## src/rtl/whack_game_ctrl.sv

```systemverilog
// Whack-a-mole game controller: start/countdown/play/done sequencing,
// pseudo-random mole placement, whack scoring and best-score tracking.
module whack_game_ctrl #(
    parameter int          NUM_MOLES   = 16,
    parameter int          COUNTDOWN_S = 3,
    parameter int          GAME_S      = 30,
    parameter int          SCORE_W     = 8,
    parameter logic [15:0] LFSR_SEED   = 16'hACE1
) (
    input  logic                 clock_i,
    input  logic                 reset_i,
    input  logic                 start_i,
    input  logic [1:0]           mode_i,
    input  logic                 tick_1hz_i,
    input  logic                 tick_10hz_i,
    input  logic [NUM_MOLES-1:0] switches_i,
    output logic [NUM_MOLES-1:0] moles_o,
    output logic [1:0]           state_o,
    output logic [7:0]           time_o,
    output logic [SCORE_W-1:0]   score_o,
    output logic [SCORE_W-1:0]   hi_score_o
);

    typedef enum logic [1:0] {
        ST_IDLE      = 2'b00,
        ST_COUNTDOWN = 2'b01,
        ST_PLAY      = 2'b10,
        ST_DONE      = 2'b11
    } state_t;

    state_t               state_q, state_d;
    logic [1:0]           mode_q, mode_d;
    logic [7:0]           time_q, time_d;
    logic [SCORE_W-1:0]   score_q, score_d, score_play;
    logic [SCORE_W-1:0]   hi_q, hi_d;
    logic [3:0]           rate_q, rate_d, period;
    logic [3:0]           lit_idx, cand_idx, new_idx;
    logic [15:0]          lfsr_q, lfsr_d;
    logic [NUM_MOLES-1:0] sw_prev_q, moles_q, moles_d, whack;
    logic                 hit, miss;

    // Galois LFSR for x^16+x^14+x^13+x^11+1, free-running in every state
    always_comb begin
        lfsr_d = {1'b0, lfsr_q[15:1]} ^ ({16{lfsr_q[0]}} & 16'hB400);
    end

    // A whack is any switch edge; one hit wins over any number of misses
    always_comb begin
        whack = switches_i ^ sw_prev_q;
        hit   = |(whack & moles_q);
        miss  = (|whack) & ~hit;
    end

    // Mole relight cadence in 10 Hz ticks for the difficulty latched at start
    always_comb begin
        case (mode_q)
            2'd1:    period = 4'd10;
            2'd2:    period = 4'd5;
            2'd3:    period = 4'd2;
            default: period = 4'd10;
        endcase
    end

    // Pick the next mole from the LFSR, stepping past the currently lit one
    always_comb begin
        lit_idx = 4'd0;
        for (int i = 0; i < NUM_MOLES; i++) begin
            if (moles_q[i]) begin
                lit_idx = 4'(i);
            end
        end
        cand_idx = 4'(int'(lfsr_q[3:0]) % NUM_MOLES);
        new_idx  = cand_idx;
        if ((|moles_q) && (cand_idx == lit_idx)) begin
            new_idx = (cand_idx == 4'(NUM_MOLES - 1)) ? 4'd0 : cand_idx + 4'd1;
        end
    end

    // Saturating score after this cycle's whack outcome
    always_comb begin
        score_play = score_q;
        if (hit && (score_q != {SCORE_W{1'b1}})) begin
            score_play = score_q + 1'b1;
        end else if (miss && (score_q != '0)) begin
            score_play = score_q - 1'b1;
        end
    end

    // Next-state and datapath updates for the game sequence
    always_comb begin
        state_d = state_q;
        mode_d  = mode_q;
        time_d  = time_q;
        score_d = score_q;
        hi_d    = hi_q;
        rate_d  = rate_q;
        moles_d = moles_q;
        case (state_q)
            ST_IDLE, ST_DONE: begin
                if (start_i && (mode_i != 2'd0)) begin
                    mode_d  = mode_i;
                    time_d  = 8'(COUNTDOWN_S);
                    state_d = ST_COUNTDOWN;
                end
            end
            ST_COUNTDOWN: begin
                if (tick_1hz_i) begin
                    if (time_q == 8'd1) begin
                        state_d = ST_PLAY;
                        time_d  = 8'(GAME_S);
                        score_d = '0;
                        rate_d  = 4'd0;
                        moles_d = '0;
                    end else begin
                        time_d = time_q - 8'd1;
                    end
                end
            end
            ST_PLAY: begin
                score_d = score_play;
                if (hit) begin
                    moles_d = '0;
                end
                if (tick_10hz_i) begin
                    if ((rate_q + 4'd1) == period) begin
                        rate_d  = 4'd0;
                        moles_d = {{(NUM_MOLES-1){1'b0}}, 1'b1} << new_idx;
                    end else begin
                        rate_d = rate_q + 4'd1;
                    end
                end
                if (tick_1hz_i) begin
                    if (time_q == 8'd1) begin
                        state_d = ST_DONE;
                        time_d  = 8'd0;
                        moles_d = '0;
                        if (score_play > hi_q) begin
                            hi_d = score_play;
                        end
                    end else begin
                        time_d = time_q - 8'd1;
                    end
                end
            end
            default: state_d = ST_IDLE;
        endcase
    end

    // State register with synchronous reset overriding every other input
    always_ff @(posedge clock_i) begin
        if (reset_i) begin
            state_q   <= ST_IDLE;
            mode_q    <= 2'd0;
            time_q    <= 8'd0;
            score_q   <= '0;
            hi_q      <= '0;
            rate_q    <= 4'd0;
            moles_q   <= '0;
            lfsr_q    <= LFSR_SEED;
            sw_prev_q <= switches_i;
        end else begin
            state_q   <= state_d;
            mode_q    <= mode_d;
            time_q    <= time_d;
            score_q   <= score_d;
            hi_q      <= hi_d;
            rate_q    <= rate_d;
            moles_q   <= moles_d;
            lfsr_q    <= lfsr_d;
            sw_prev_q <= switches_i;
        end
    end

    assign moles_o    = moles_q;
    assign state_o    = state_q;
    assign time_o     = time_q;
    assign score_o    = score_q;
    assign hi_score_o = hi_q;

endmodule
```

## config.mk

```make
export PLATFORM = sky130hd
export DESIGN_NAME = whack_game_ctrl
export DESIGN_NICKNAME = d
export VERILOG_FILES = /design/src/rtl/whack_game_ctrl.sv
export SDC_FILE = /design/constraint.sdc
export NUM_CORES = 1
export LEC_CHECK = 0
export BUFFER_PORTS_ARGS = -buffer_cell sky130_fd_sc_hd__buf_2
export CORE_ASPECT_RATIO = 1.1
export CORE_UTILIZATION = 32
export DETAILED_ROUTE_END_ITERATION = 6
export GPL_ROUTABILITY_DRIVEN = 1
export PLACE_DENSITY = 0.58
export SLEW_MARGIN = 0
export SYNTH_ARGS = -nofsm -noshare
export SYNTH_HDL_FRONTEND = slang
export SYNTH_SLANG_ARGS = --single-unit
```

## constraint.sdc

```tcl
create_clock -name clock_i -period 5.74 [get_ports clock_i]
set_input_delay 1.148 -clock clock_i [delete_from_list [all_inputs] [get_ports clock_i]]
set_output_delay 1.148 -clock clock_i [all_outputs]
set_load 0.005 [all_outputs]
```

; Yosys cells after proc, flatten, opt, wreduce, memory -nomap -nowiden
; Index checks and enable logic that the tools add are counted.
[classes]
n_addsub = 5
order_cmp = 1
n_eq_ne = 16
shift = 1
muxes = 48
bitwise = 5
n_reduce_logical = 18
[op_table]
columns = op, n
row1 = 16-bit two-way mux, 7
row2 = 4-bit two-way mux, 20
row3 = 8-bit two-way mux, 9
row4 = 16-bit OR reduction, 3
row5 = 16-bit one-hot mux with 2 select lines, 1
row6 = 8-bit one-hot mux with 3 select lines, 1
row7 = 16-bit bitwise AND, 1
row8 = 4-bit one-hot mux with 2 select lines, 2
row9 = 8-bit one-hot mux with 2 select lines, 1
row10 = 1-bit by 4-bit << shifter with 16-bit output (first input constant), 1
row11 = 8-bit by 1-bit subtractor with 8-bit output (second input constant), 2
row12 = 15-bit by 16-bit bitwise XOR with 16-bit output, 1
row13 = 16-bit bitwise XOR, 1
row14 = 2-bit != test (second input constant), 6
row15 = 2-bit two-way mux, 5
row16 = 4-bit by 1-bit adder with 4-bit output (second input constant), 2
row17 = 8-bit by 1-bit adder with 8-bit output (second input constant), 1
row18 = 2-bit == test (second input constant), 4
row19 = 4-bit == test, 2
row20 = 8-bit by 1-bit == test with 1-bit output (second input constant), 1
row21 = 8-bit greater-than comparator, 1
row22 = 8-bit != test (second input constant), 1
row23 = 4-bit AND reduction, 2
row24 = 8-bit nonzero test, 1
row25 = 13 further kinds, 18
[word_totals]
register_bits = 80
input_bits = 23
out_inout_bits = 42
elab_cells = 103

; Longest topological paths before layout
; Gate-level depths: netlist of run 1.
[logic_depth]
depth_word = 24
ltp_mapped = 18
depth_no_buf = 16

; Worst setup path before layout of run 1
; OpenSTA, ideal clock, no wires.
[synth_timing]
path_type = input to register
start = in switches_i[2]
end = reg hi_q[3] (netlist: hi_score_o[3])
arrival_ns = 4.475
required_time_ns = 5.623
slack_ns = 1.149
path_stages = 18
path_buffers = 2
path_cell_list = xor2_1 > a22o_1 > a221oi_1 > and4_1 > clkbuf_1 > nand2b_1 > mux2i_1 > or2_2 > ha_1 > nor2b_1 > o21ai_0 > nand2b_1 > a21oi_1 > o21ai_0 > o21ai_0 > clkbuf_1 > nor2_1 > a22o_1
[synth_between]
elab_chain_len = 10
elab_cells_between_ends = 12
classes_between = 1 x order compare / 2 x mux / 4 x bitwise / 5 x reduce/logical
[synth_rtl]
columns = element, line_no
row1 = start: declaration, 16  ; input logic [NUM_MOLES-1:0] switches_i,
row2 = 16-bit bitwise XOR (*), 49  ; whack = switches_i ^ sw_prev_q;
row3 = 16-bit bitwise AND, 50  ; hit = |(whack & moles_q);
row4 = 16-bit OR reduction, 50
row5 = 1-bit NOT, 51  ; miss = (|whack) & ~hit;
row6 = 1-bit bitwise AND, 51
row7 = 1-bit logical AND, 84  ; end else if (miss && (score_q != '0)) begin
row8 = 8-bit two-way mux, 84
row9 = 8-bit two-way mux (*), 82  ; if (hit && (score_q != {SCORE_W{1'b1}})) begin
row10 = via score_play[1], 34  ; logic [SCORE_W-1:0] score_q, score_d, score_play;
row11 = 8-bit greater-than comparator (*), 137  ; if (score_play > hi_q) begin
row12 = 4-bit AND reduction (no source line) (*), -
row13 = end signal: assignment, 166  ; hi_q <= hi_d;
row14 = end: declaration, 35  ; logic [SCORE_W-1:0] hi_q, hi_d;
; The timed path passes the listed nets; every way through them passes the cells marked *.
; A chain may end at the register's enable or synchronous reset.

; Final worst setup path of run 1
[layout_timing]
start = in switches_i[11]
end = reg hi_q[4] (netlist: hi_score_o[4])
; Same word-level chain as after synthesis.

==> results of run 1 <==
-- Yosys cell counts (all sizes together) (3+ instances only) --
library cell / n / area share (%)
dfxtp: 80 / 39
nor2: 35 / 3.2
a21oi: 26 / 3.2
inv: 26 / 2.4
nand2: 26 / 2.4
o21ai: 25 / 3.1
xor2: 20 / 4.3
a22o: 19 / 4.1
ha: 18 / 5.5
clkbuf: 15 / 1.4
nor4: 14 / 2.1
nand3: 12 / 1.5
nor2b: 11 / 1.7
nand2b: 9 / 1.4
xnor2: 9 / 1.9
nor3: 8 / 0.98
or2: 8 / 1.2
a211oi: 7 / 1.3
and3: 7 / 1.1
mux2i: 7 / 1.8
nor3b: 6 / 1.3
or4: 6 / 1.2
a221oi: 5 / 1.1
nand3b: 5 / 0.92
a32o: 4 / 0.98
o21a: 4 / 0.74
o31ai: 4 / 0.74
a22oi: 3 / 0.55
a311oi: 3 / 0.64
or3: 3 / 0.58
-- logic make-up after synthesis --
logic type / share of synthesized area [%]
simple gates: 22.16
fa+ha+maj: 5.516
mux: 1.808
xor+xnor: 6.221
flops: 39.23
compound gates: 21.30
buf+inv: 3.769
-- power by group through the flow --
stage                     Sequential, W  Combinational, W  Clock (W)
final                          0.000635          0.000390   0.000616
after global placement         0.000644          0.000376          0
after floorplan                0.000638          0.000277          0
after global routing           0.000640          0.000440   0.000651
after CTS                      0.000634          0.000390   0.000629
after detailed placement       0.000645          0.000388          0
-- layout make-up --
class | count | area (µm²)
fillers | 1225 | 7368
repair buffers | 66 | 335.3
clock inverters | 7 | 96.34
clock buffers | 9 | 225.2
inverters | 26 | 97.59
multi-input cells | 338 | 2327
well taps | 154 | 192.7
flip-flops and latches | 80 | 1602
-- worst paths after layout --
path                           start  cells past startpoint  slack [ps]                    endpoint
max                   switches_i[11]                     18        1220  hi_score_o[4]$_SDFFE_PP0P_
min             lfsr_q[6]$_SDFF_PP1_                      1         410        lfsr_q[5]$_SDFF_PP1_
max reg2reg  score_o[2]$_SDFFE_PP0P_                     16        1650  hi_score_o[4]$_SDFFE_PP0P_
min reg2reg     lfsr_q[6]$_SDFF_PP1_                      1         410        lfsr_q[5]$_SDFF_PP1_
-- worst max-delay path, delay by kind of cell --
kind	cells	cell delay, ps
mux	1	130
buf+inv	2	340
compound gates	7	1360
simple gates	6	1310
fa+ha+maj	1	280
xor+xnor	1	160
-- registers in the layout, indices dropped and copies added (netlist names) --
| name | flops |
|---|---|
| rate_q | 4 |
| time_o | 8 |
| moles_o | 16 |
| sw_prev_q | 16 |
| hi_score_o | 8 |
| lfsr_q | 16 |
| state_o | 2 |
| mode_q | 2 |
| score_o | 8 |
-- metrics by stage --
step,instances,util (%)
after floorplan,459,-
after global placement,664,37.20
after detailed placement,664,37.20
after CTS,680,39.82
after global routing,680,39.82
final,680,39.82
-- routing by layer --
metal / part of all wire [%] / up-vias
met5: 0 / -
met4: 1.0 / 0
met3: 5.2 / 9
met2: 46 / 89
met1: 48 / 1688
li1: - / 1811
==> qor.txt, run 1 <==
Clk pwr share: 37.5%
antenna cell count: 0
Seq pwr share: 38.7%
status: finished, final reports clean
pwr dens: 336.4 nW/µm²
Worst Skew: 8.502 ps
total CTS buffers: 9
Cell Rows: 42
Skew-Pair Late Insertion Delay: 340 ps
max cap viols: 0
Final Hold Viols: 0
CTS tree: yes
Async S/R FF share, synth: 0%
Cell Int Power: 0.001110 W
CP max stage cell: and4_1
initial antenna violation count: 0
DP HPWL: 7558 µm
core box area: 12,240 µm²
Hold-fix buffers, CTS: 0
share of layout cells above drive strength 1: 18.82%
H-Tree Depth: 3
chip width: 109.7 µm
Detailed Routing Iterations Pass 1: 5
cells after synthesis: 459
min-delay worst type: reg -> reg
relative slew slack: 33.17%
EDFF count, synth: 0
fmax: 0.2212 GHz
worst stage delay on the critical path: 490 ps
CP Capture Type: flip-flop
clock tree buffer depth: 2
Via density: 5.290
RSZ-0062 raised after global routing: false
commonest register cell after synthesis: dfxtp_1
largest net degree at the start of global routing: 56
GRT busiest layer: met2
pre-CTS setup slack: 904.6 ps
Yosys warnings: 0
P_leak: 2.066 nW
design area: 4876 µm²
Wirelength per Cell: 15.03 µm
die footprint: 13,210 µm²
CP required: 5960 ps
met1 Use GR: 20.03%
clk sink count: 80
vias in the first global route: 3,370
postcts setup bufs: 0
Crit Path Class: in -> reg
Least-Margin Pin Slew: 998.7 ps
mapped cell area: 4083 µm²
setup TNS: 0 ps
Area growth, synth to finish: 19.43%
most frequent cells in the layout: dfxtp_1 (80), buf_2 (64), nor2_1 (35)
PortBufs: 64
CP Launch Type: input port
Overall Power: 0.001640 W
VDD IR max: 0.0001687 V
first-pass GRT wire length: 16,370 µm
Routed Antenna Nets: 0
Switch Pwr: 0.0005305 W
syn avg cell area: 8.895 µm²
fin crit period: 4520 ps
# resized after CTS: 0
Iteration-0 DRC Markers: 145
Sw Share: 32.34%
syn_nets: 500
final setup fails: 0
worst setup margin: 1220 ps
routability cong.: 0.9323
Seq/Total Area, Yosys: 39.23%
critical path's most frequent cell: o21ai_0
Distinct cells, synth: 59
num ports: 65
Post-Route WL: 10,220 µm
Final Cycle Share: 78.74%
Global Route met2 Usage: 26.02%
flop and latch count out of synthesis: 80
Congestion Overflow GR: 0
initial cell density of the core: 33.34%
Worst Path Arrival: 4740 ps
gr usage total: 15.79%
max-slew violation count: 0
die span in y: 120.5 µm
Comb power frac: 23.8%
Post-DP Area: 4554 µm²
# nets final: 562
via count: 3,597
Clock transition at path regs: 60 ps
met3 Usage GRT: 3.989%
commonest non-fill, non-tap cell in the layout: dfxtp_1
worst-path cell chain: buf_2 > xor2_1 > a22o_1 > a221oi_1 > and4_1 > nand2b_1 > mux2i_1 > or2_2 > ha_1 > nor2b_1 > o21ai_0 > nand2b_1 > a21oi_1 > o21ai_0 > o21ai_0 > buf_4 > nor3b_1 > a221o_1
Hold WS: 410.1 ps
clk root buf: clkbuf_16
crit-path max FO: 12
DRC violations left: 0
Note: power is estimated with default switching activity, not from simulation.
==> run 2: changes to the inputs <==
--- a/config.mk
+++ b/config.mk
@@ -5,6 +5,7 @@
 export SDC_FILE = /design/constraint.sdc
 export NUM_CORES = 1
 export LEC_CHECK = 0
+export ABC_AREA = 1
 export BUFFER_PORTS_ARGS = -buffer_cell sky130_fd_sc_hd__buf_2
 export CORE_ASPECT_RATIO = 1.1
 export CORE_UTILIZATION = 32
==> constraint.sdc (replaced) <==
create_clock -name clock_i -period 4.7 [get_ports clock_i]
set_input_delay 0.94 -clock clock_i [delete_from_list [all_inputs] [get_ports clock_i]]
set_output_delay 0.94 -clock clock_i [all_outputs]
set_load 0.005 [all_outputs]
==> qor.txt, run 2 <==
status: finished, final reports clean
Post-Route WL: 10,830 µm (+5.9%)
Async S/R FF share, synth: 0% (unchanged)
first-pass GRT wire length: 18,320 µm (+12%)
postcts setup bufs: 0 (unchanged)
Routed Antenna Nets: 0 (unchanged)
Area growth, synth to finish: 20.29%
delay-heaviest family, CP: simple AND/OR/NAND/NOR gates
syn avg cell area: 7.085 µm² (-20%)
Worst Path Arrival: 3970 ps (-770 ps)
Via density: 4.611 (-13%)
Post-DP Area: 4921 µm² (+8.0%)
antenna cell count: 0 (unchanged)
fmax: 0.2673 GHz
most instantiated cells after synthesis: nand2_1 (184), dfxtp_1 (80), inv_1 (71), nor2_1 (47), a21oi_1 (42)
synthesized-area fraction occupied by xor and xnor cells: 6.790% (+0.57 points)
Crit path buffers/inverters: 6 (+4)
Synth top area share: 36.52% (-2.7 points)
CP max stage cell: nor4_1
Final Hold Viols: 0 (unchanged)
fin crit period: 3741 ps
Comb power frac: 25.3% (+1.5 points)
Crit Path Class: in -> reg
clk sink count: 80 (unchanged)
CP required: 4930 ps (-1030 ps)
commonest register cell after synthesis: dfxtp_1
CP Capture Type: flip-flop
clock tree buffer depth: 2 (unchanged)
CP Launch Type: input port
relative slew slack: 45.04% (+12 points)
Wirelength per Cell: 12.36 µm (-18%)
P_leak: 2.509 nW (+21%)
clk root buf: clkbuf_16
Synth Area in Adders: 5.136% (-0.38 points)
share of layout cells above drive strength 1: 18.93% (+0.11 points)
Worst Skew: 7.872 ps (-0.6303 ps)
setup TNS: 0 ps (unchanged)
max-slew violation count: 0 (unchanged)
DP HPWL: 7977 µm (+5.6%)
Distinct cells, synth: 39 (-34%)
initial antenna violation count: 0 (unchanged)
Hold WS: 404.9 ps (-5.138 ps)
Yosys warnings: 0 (unchanged)
pwr dens: 404.3 nW/µm² (+20%)
crit-path max FO: 9 (-3)
Least-Margin Pin Slew: 824.3 ps (-174.3 ps)
core box area: 13,270 µm² (+8.4%)
PortBufs: 64 (unchanged)
worst stage delay on the critical path: 320 ps (-170 ps)
most frequent cells in the layout: nand2_1 (184), dfxtp_1 (80), inv_1 (71)
Cell Int Power: 0.001438 W (+30%)
Clock transition at path regs: 60 ps (about the same)
Switch Pwr: 0.0006950 W (+31%)
Skew-Pair Late Insertion Delay: 350 ps (about the same)
min-delay worst type: reg -> reg
# resized after CTS: 0 (unchanged)
Sw Share: 32.59% (+0.25 points)
Final Cycle Share: 79.59%
largest family of logic cells by synthesized area: simple AND/OR/NAND/NOR gates
die span in y: 124.8 µm (+3.6%)
Congestion Overflow GR: 0 (unchanged)
mapped cell area: 4385 µm² (+7.4%)
cells after synthesis: 619 (+35%)
Clk pwr share: 38.9% (+1.4 points)
worst-path cell chain: buf_2 > xor2_1 > nor4_1 > nand2_1 > nor2_1 > a21oi_1 > nand2_1 > inv_1 > nand2_1 > nor2_1 > xor2_1 > nand2_1 > nand2_1 > inv_1 > ha_1 > nand4_1 > inv_1 > nand2_1 > o211ai_1 > nand4_1 > inv_1 > nand2_1 > o211ai_1 > inv_1
Hold-fix buffers, CTS: 0 (unchanged)
simple-gate share of the synthesized area: 32.44% (+10 points)
largest net degree at the start of global routing: 37 (-34%)
max cap viols: 0 (unchanged)
via count: 4,039 (+12%)
CTS tree: yes
num ports: 65 (unchanged)
initial cell density of the core: 33.05% (-0.29 points)
mux share of post-synthesis cell area: 0% (-1.8 points)
Iteration-0 DRC Markers: 215 (+48%)
Placed Cells incl. Taps: 860 (+30%)
die footprint: 14,180 µm² (+7.3%)
Seq pwr share: 35.8% (-2.9 points)
# nets final: 728 (+30%)
post-synth top area cell: dfxtp_1
EDFF count, synth: 0 (unchanged)
top post-synthesis cells by area: dfxtp_1 (37%), nand2_1 (16%), inv_1 (6.1%), xor2_1 (5.8%), ha_1 (5.1%)
chip width: 113.6 µm (+3.6%)
vias in the first global route: 4,044 (+20%)
most frequent cell after synthesis: nand2_1
flop and latch count out of synthesis: 80 (unchanged)
DRC violations left: 0 (unchanged)
commonest non-fill, non-tap cell in the layout: nand2_1
Cell Rows: 44 (+4.8%)
syn_nets: 660 (+32%)
design area: 5275 µm² (+8.2%)
gr usage total: 16.27% (+0.48 points)
Synth Area in Compound Gates: 11.27% (-10 points)
RSZ-0062 raised after global routing: false
total CTS buffers: 9 (unchanged)
H-Tree Depth: 3 (unchanged)
routability cong.: 0.8593 (-7.8%)
VDD IR max: 0.0002753 V (+63%)
critical path's most frequent cell: nand2_1
Seq/Total Area, Yosys: 36.52% (-2.7 points)
final non-filler cell total: 876 (+29%)
Detailed Routing Iterations Pass 1: 5 (unchanged)
final setup fails: 0 (unchanged)
[run 2: cell count changes after synthesis, moves of 8 or more]
cell / before / now
nor4_1: 14 / 4
nor2_1: 35 / 47
nand4_1: 2 / 11
nand3_1: 12 / 25
xor2_1: 20 / 29
inv_1: 26 / 71
nor2b_1: 11 / 0
inv_2: 0 / 8
a22o_1: 19 / 0
nand2_1: 26 / 184
a21oi_1: 26 / 42
nand2b_1: 9 / 0
[run 2: final cells by class]
cell class | count | area (µm²)
inverter | 81 | 306.5
timing repair buffer | 67 | 342.8
sequential | 80 | 1602
multi-input combinational | 448 | 2440
clock buffer | 10 | 239.0
fill | 1385 | 7993
tap | 184 | 230.2
clock inverter | 6 | 115.1
[run 2: final timing paths]
path,start,endpoint,slack (ps),cells past startpoint
max,switches_i[10],hi_score_o[0]$_SDFFE_PP0P_,960,24
min,lfsr_q[5]$_SDFF_PP1_,lfsr_q[4]$_SDFF_PP0_,400,2
max reg2reg,score_o[1]$_SDFFE_PP0P_,hi_score_o[0]$_SDFFE_PP0P_,1230,21
min reg2reg,lfsr_q[5]$_SDFF_PP1_,lfsr_q[4]$_SDFF_PP0_,400,2
[run 2: cell families (layout without fill, tap and decap cells)]
group | count (synthesis) | count (layout)
DFF | 80 | 80
xor gates and xnor gates | 34 | 34
buffers and inverters | 91 | 164
and+or+nand+nor | 310 | 310
AOI/OAI and AO/OA | 86 | 86
adders and majority gates | 18 | 18
[run 2: metal layers]
| layer | track usage [%] | routed length (µm) | up-vias |
|---|---|---|---|
| li1 | - | - | 2113 |
| met1 | 19.37 | 5118 | 1830 |
| met2 | 27.55 | 5093 | 86 |
| met3 | 3.990 | 471 | 10 |
| met4 | 6.889 | 143 | 0 |
| met5 | 0 | 0 | - |
[run 2: worst min-delay path: cells and delay by family (launching register included)]
| family | cells | cell delay [ps] |
|---|---|---|
| flops | 1 | 290 |
| buf+inv | 1 | 40 |
| simple gates | 1 | 30 |
[run 2: power by group through the flow]
stage | Clock [W] | Combinational [W] | Sequential, W
6_report | 0.000830 | 0.000539 | 0.000764
3_3_place_gp | 0 | 0.000533 | 0.000775
3_5_place_dp | 0 | 0.000536 | 0.000777
5_1_grt | 0.000880 | 0.000619 | 0.000770
2_1_floorplan | 0 | 0.000386 | 0.000772
4_1_cts | 0.000850 | 0.000541 | 0.000763
[run 2: per-stage QoR]
| stage | worst slack [ps] | power, W | util [%] |
|---|---|---|---|
| 2_1_floorplan | 1302 | 0.001158 | - |
| 3_3_place_gp | 669.0 | 0.001308 | 37.09 |
| 3_5_place_dp | 627.0 | 0.001313 | 37.09 |
| 4_1_cts | 974.3 | 0.002154 | 39.76 |
| 5_1_grt | 636.9 | 0.002270 | 39.76 |
| 6_report | 959.4 | 0.002133 | 39.76 |
==> run 3: changes to the inputs <==
--- a/config.mk
+++ b/config.mk
@@ -5,13 +5,13 @@
 export SDC_FILE = /design/constraint.sdc
 export NUM_CORES = 1
 export LEC_CHECK = 0
-export ABC_AREA = 1
+export ABC_AREA = 0
 export BUFFER_PORTS_ARGS = -buffer_cell sky130_fd_sc_hd__buf_2
 export CORE_ASPECT_RATIO = 1.1
 export CORE_UTILIZATION = 32
 export DETAILED_ROUTE_END_ITERATION = 6
 export GPL_ROUTABILITY_DRIVEN = 1
-export PLACE_DENSITY = 0.58
+export PLACE_DENSITY = 0.6
 export SLEW_MARGIN = 0
 export SYNTH_ARGS = -nofsm -noshare
 export SYNTH_HDL_FRONTEND = slang
==> constraint.sdc (replaced) <==
create_clock -name clock_i -period 3.35 [get_ports clock_i]
set_input_delay 0.67 -clock clock_i [delete_from_list [all_inputs] [get_ports clock_i]]
set_output_delay 0.67 -clock clock_i [all_outputs]
set_load 0.005 [all_outputs]
==> qor.txt, run 3 (synthesis gave the netlist of run 1 again) <==
Area growth, synth to finish: 35.40%
RSZ-0062 raised after global routing: true
worst setup margin: -144.1 ps (-1103 ps)
Iteration-0 DRC Markers: 200 (-7.0%)
initial cell density of the core: 33.34% (+0.29 points)
max-slew violation count: 0 (unchanged)
# nets final: 615 (-16%)
num ports: 65 (unchanged)
Worst Skew: 5.705 ps (-2.166 ps)
die footprint: 13,210 µm² (-6.8%)
status: complete, but fails checks
Least-Margin Pin Slew: 651.3 ps (-173.1 ps)
Skew-Pair Late Insertion Delay: 330 ps (-20 ps)
via count: 3,864 (-4.3%)
commonest non-fill, non-tap cell in the layout: dfxtp_1
Sw Share: 32.06% (-0.53 points)
Final Hold Viols: 0 (unchanged)
H-Tree Depth: 3 (unchanged)
Via density: 5.271 (+14%)
DRC violations left: 0 (unchanged)
Detailed Routing Iterations Pass 1: 6 (+1)
total CTS buffers: 9 (unchanged)
Switch Pwr: 0.0009126 W (+31%)
initial antenna violation count: 1 (+1)
clk sink count: 80 (unchanged)
P_leak: 2.400 nW (-4.4%)
setup TNS: -354.8 ps (-354.8 ps)
crit-path max FO: 6 (-3)
most frequent cells in the layout: dfxtp_1 (79), buf_2 (63), buf_4 (51)
Worst Path Arrival: 3720 ps (-250 ps)
Cell Rows: 42 (-4.5%)
fill count: 1,201 (-13%)
relative slew slack: 56.12% (+11 points)
Final Cycle Share: 104.3%
Routed Antenna Nets: 0 (unchanged)
Post-Route WL: 11,470 µm (+5.9%)
pwr dens: 515.0 nW/µm² (+27%)
routability cong.: 0.8752 (+1.9%)
share of layout cells above drive strength 1: 32.12% (+13 points)
DP HPWL: 8287 µm (+3.9%)
Clock transition at path regs: 60 ps (about the same)
clock tree buffer depth: 2 (unchanged)
VDD IR max: 0.0004152 V (+51%)
pre-CTS setup slack: -502.4 ps (-1129 ps)
chip width: 109.7 µm (-3.5%)
Seq pwr share: 38.2% (+2.4 points)
Congestion Overflow GR: 0 (unchanged)
min-delay worst type: reg -> reg
core box area: 12,240 µm² (-7.7%)
fin crit period: 3494 ps
CP Launch Type: input port
CP required: 3570 ps (-1360 ps)
first-pass GRT wire length: 18,200 µm (-0.64%)
final setup fails: 8 (+8)
clk root buf: clkbuf_16
Clk pwr share: 37.2% (-1.7 points)
Comb power frac: 24.6% (-0.7 points)
max cap viols: 0 (unchanged)
Crit Path Class: in -> reg
CTS tree: yes
CP Capture Type: flip-flop
PortBufs: 64 (unchanged)
largest net degree at the start of global routing: 55 (+49%)
gr usage total: 17.72% (+1.4 points)
die span in y: 120.5 µm (-3.5%)
vias in the first global route: 3,811 (-5.8%)
antenna cell count: 0 (unchanged)
Cell Int Power: 0.001934 W (+35%)
fmax: 0.2862 GHz
Wirelength per Cell: 15.64 µm (+27%)
failing checks: setup timing
run 3: cell count changes in the layout (fill, tap and decap cells not counted), sizes merged, moves of 12 or more:
| cell | change |
|---|---|
| a21oi | -22 |
| nand2 | -167 |
| nand4 | -12 |
| inv | -55 |
| a22o | +19 |
| nor2 | -23 |
| nand3 | -15 |
| buf | +52 |
run 3: critical path: stages:
cell      delay [ps]
buf_6            100
xor2_2           150
a22o_1           230
a221oi_2         200
and4_4           340
buf_6            140
nand3_4           90
o22a_1           200
o22a_1           250
ha_4             290
o21a_1           130
nor2_2            50
nor3_2           200
o21ai_2          100
buf_6            140
buf_4            130
a221o_1          300
run 3: power groups by stage:
stage | clock network [W] | logic [W] | registers, W
6_report | 0.00106 | 0.000700 | 0.00109
4_1_cts | 0.00108 | 0.000689 | 0.00109
3_3_place_gp | 0 | 0.000669 | 0.00110
5_1_grt | 0.00112 | 0.000794 | 0.00110
3_5_place_dp | 0 | 0.000681 | 0.00111
2_1_floorplan | 0 | 0.000476 | 0.00109
run 3: metrics by stage:
step	area [µm²]	utilization (%)	hold WS [ps]	instances	power, W
floorplan	4204	-	389.5	459	0.001570
global placement	4979	40.66	393.4	708	0.001772
finish	5528	45.15	407.5	733	0.002847
global route	5528	45.15	424.7	733	0.003016
detailed placement	4979	40.66	398.1	708	0.001786
CTS	5385	43.98	410.5	729	0.002859
run 3: final cells by class:
type                       instances  area [µm²]  share of cell area (%)
multi-input combinational        338        2557                   46.27
sequential                        80        1603                   29.00
timing repair buffer             119       754.5                   13.65
clock buffer                      11       242.7                   4.391
tap                              154       192.7                   3.486
inverter                          26       97.59                   1.766
clock inverter                     5       80.08                   1.449
run 3: worst paths after layout:
| check | start | end | slack [ps] | depth (start not counted) |
|---|---|---|---|---|
| worst max-delay path | switches_i[11] | hi_score_o[4]$_SDFFE_PP0P_ | -140 | 17 |
| worst min-delay path | lfsr_q[12]$_SDFF_PP0_ | lfsr_q[11]$_SDFF_PP1_ | 410 | 1 |
| worst max register to register | sw_prev_q[11]$_DFF_P_ | hi_score_o[4]$_SDFFE_PP0P_ | -70 | 16 |
| worst min register to register | lfsr_q[12]$_SDFF_PP0_ | lfsr_q[11]$_SDFF_PP1_ | 410 | 1 |
run 3: metal layers:
| metal | vias to the layer above | global-route usage (%) | routed length [µm] |
|---|---|---|---|
| met3 | 15 | 5.337 | 687 |
| met1 | 1808 | 21.52 | 5046 |
| li1 | 1913 | - | - |
| met2 | 126 | 29.48 | 5583 |
| met5 | - | 0 | 10 |
| met4 | 2 | 5.917 | 140 |
run 3: what timing repair did:
action	4_1_cts	5_1_grt
buffers inserted	6	5
cloned	0	0
pin swaps	10	10
setup endpoints to repair	8	8
hold endpoints to repair	0	0
hold buffers	0	0
gates resized for setup	11	27
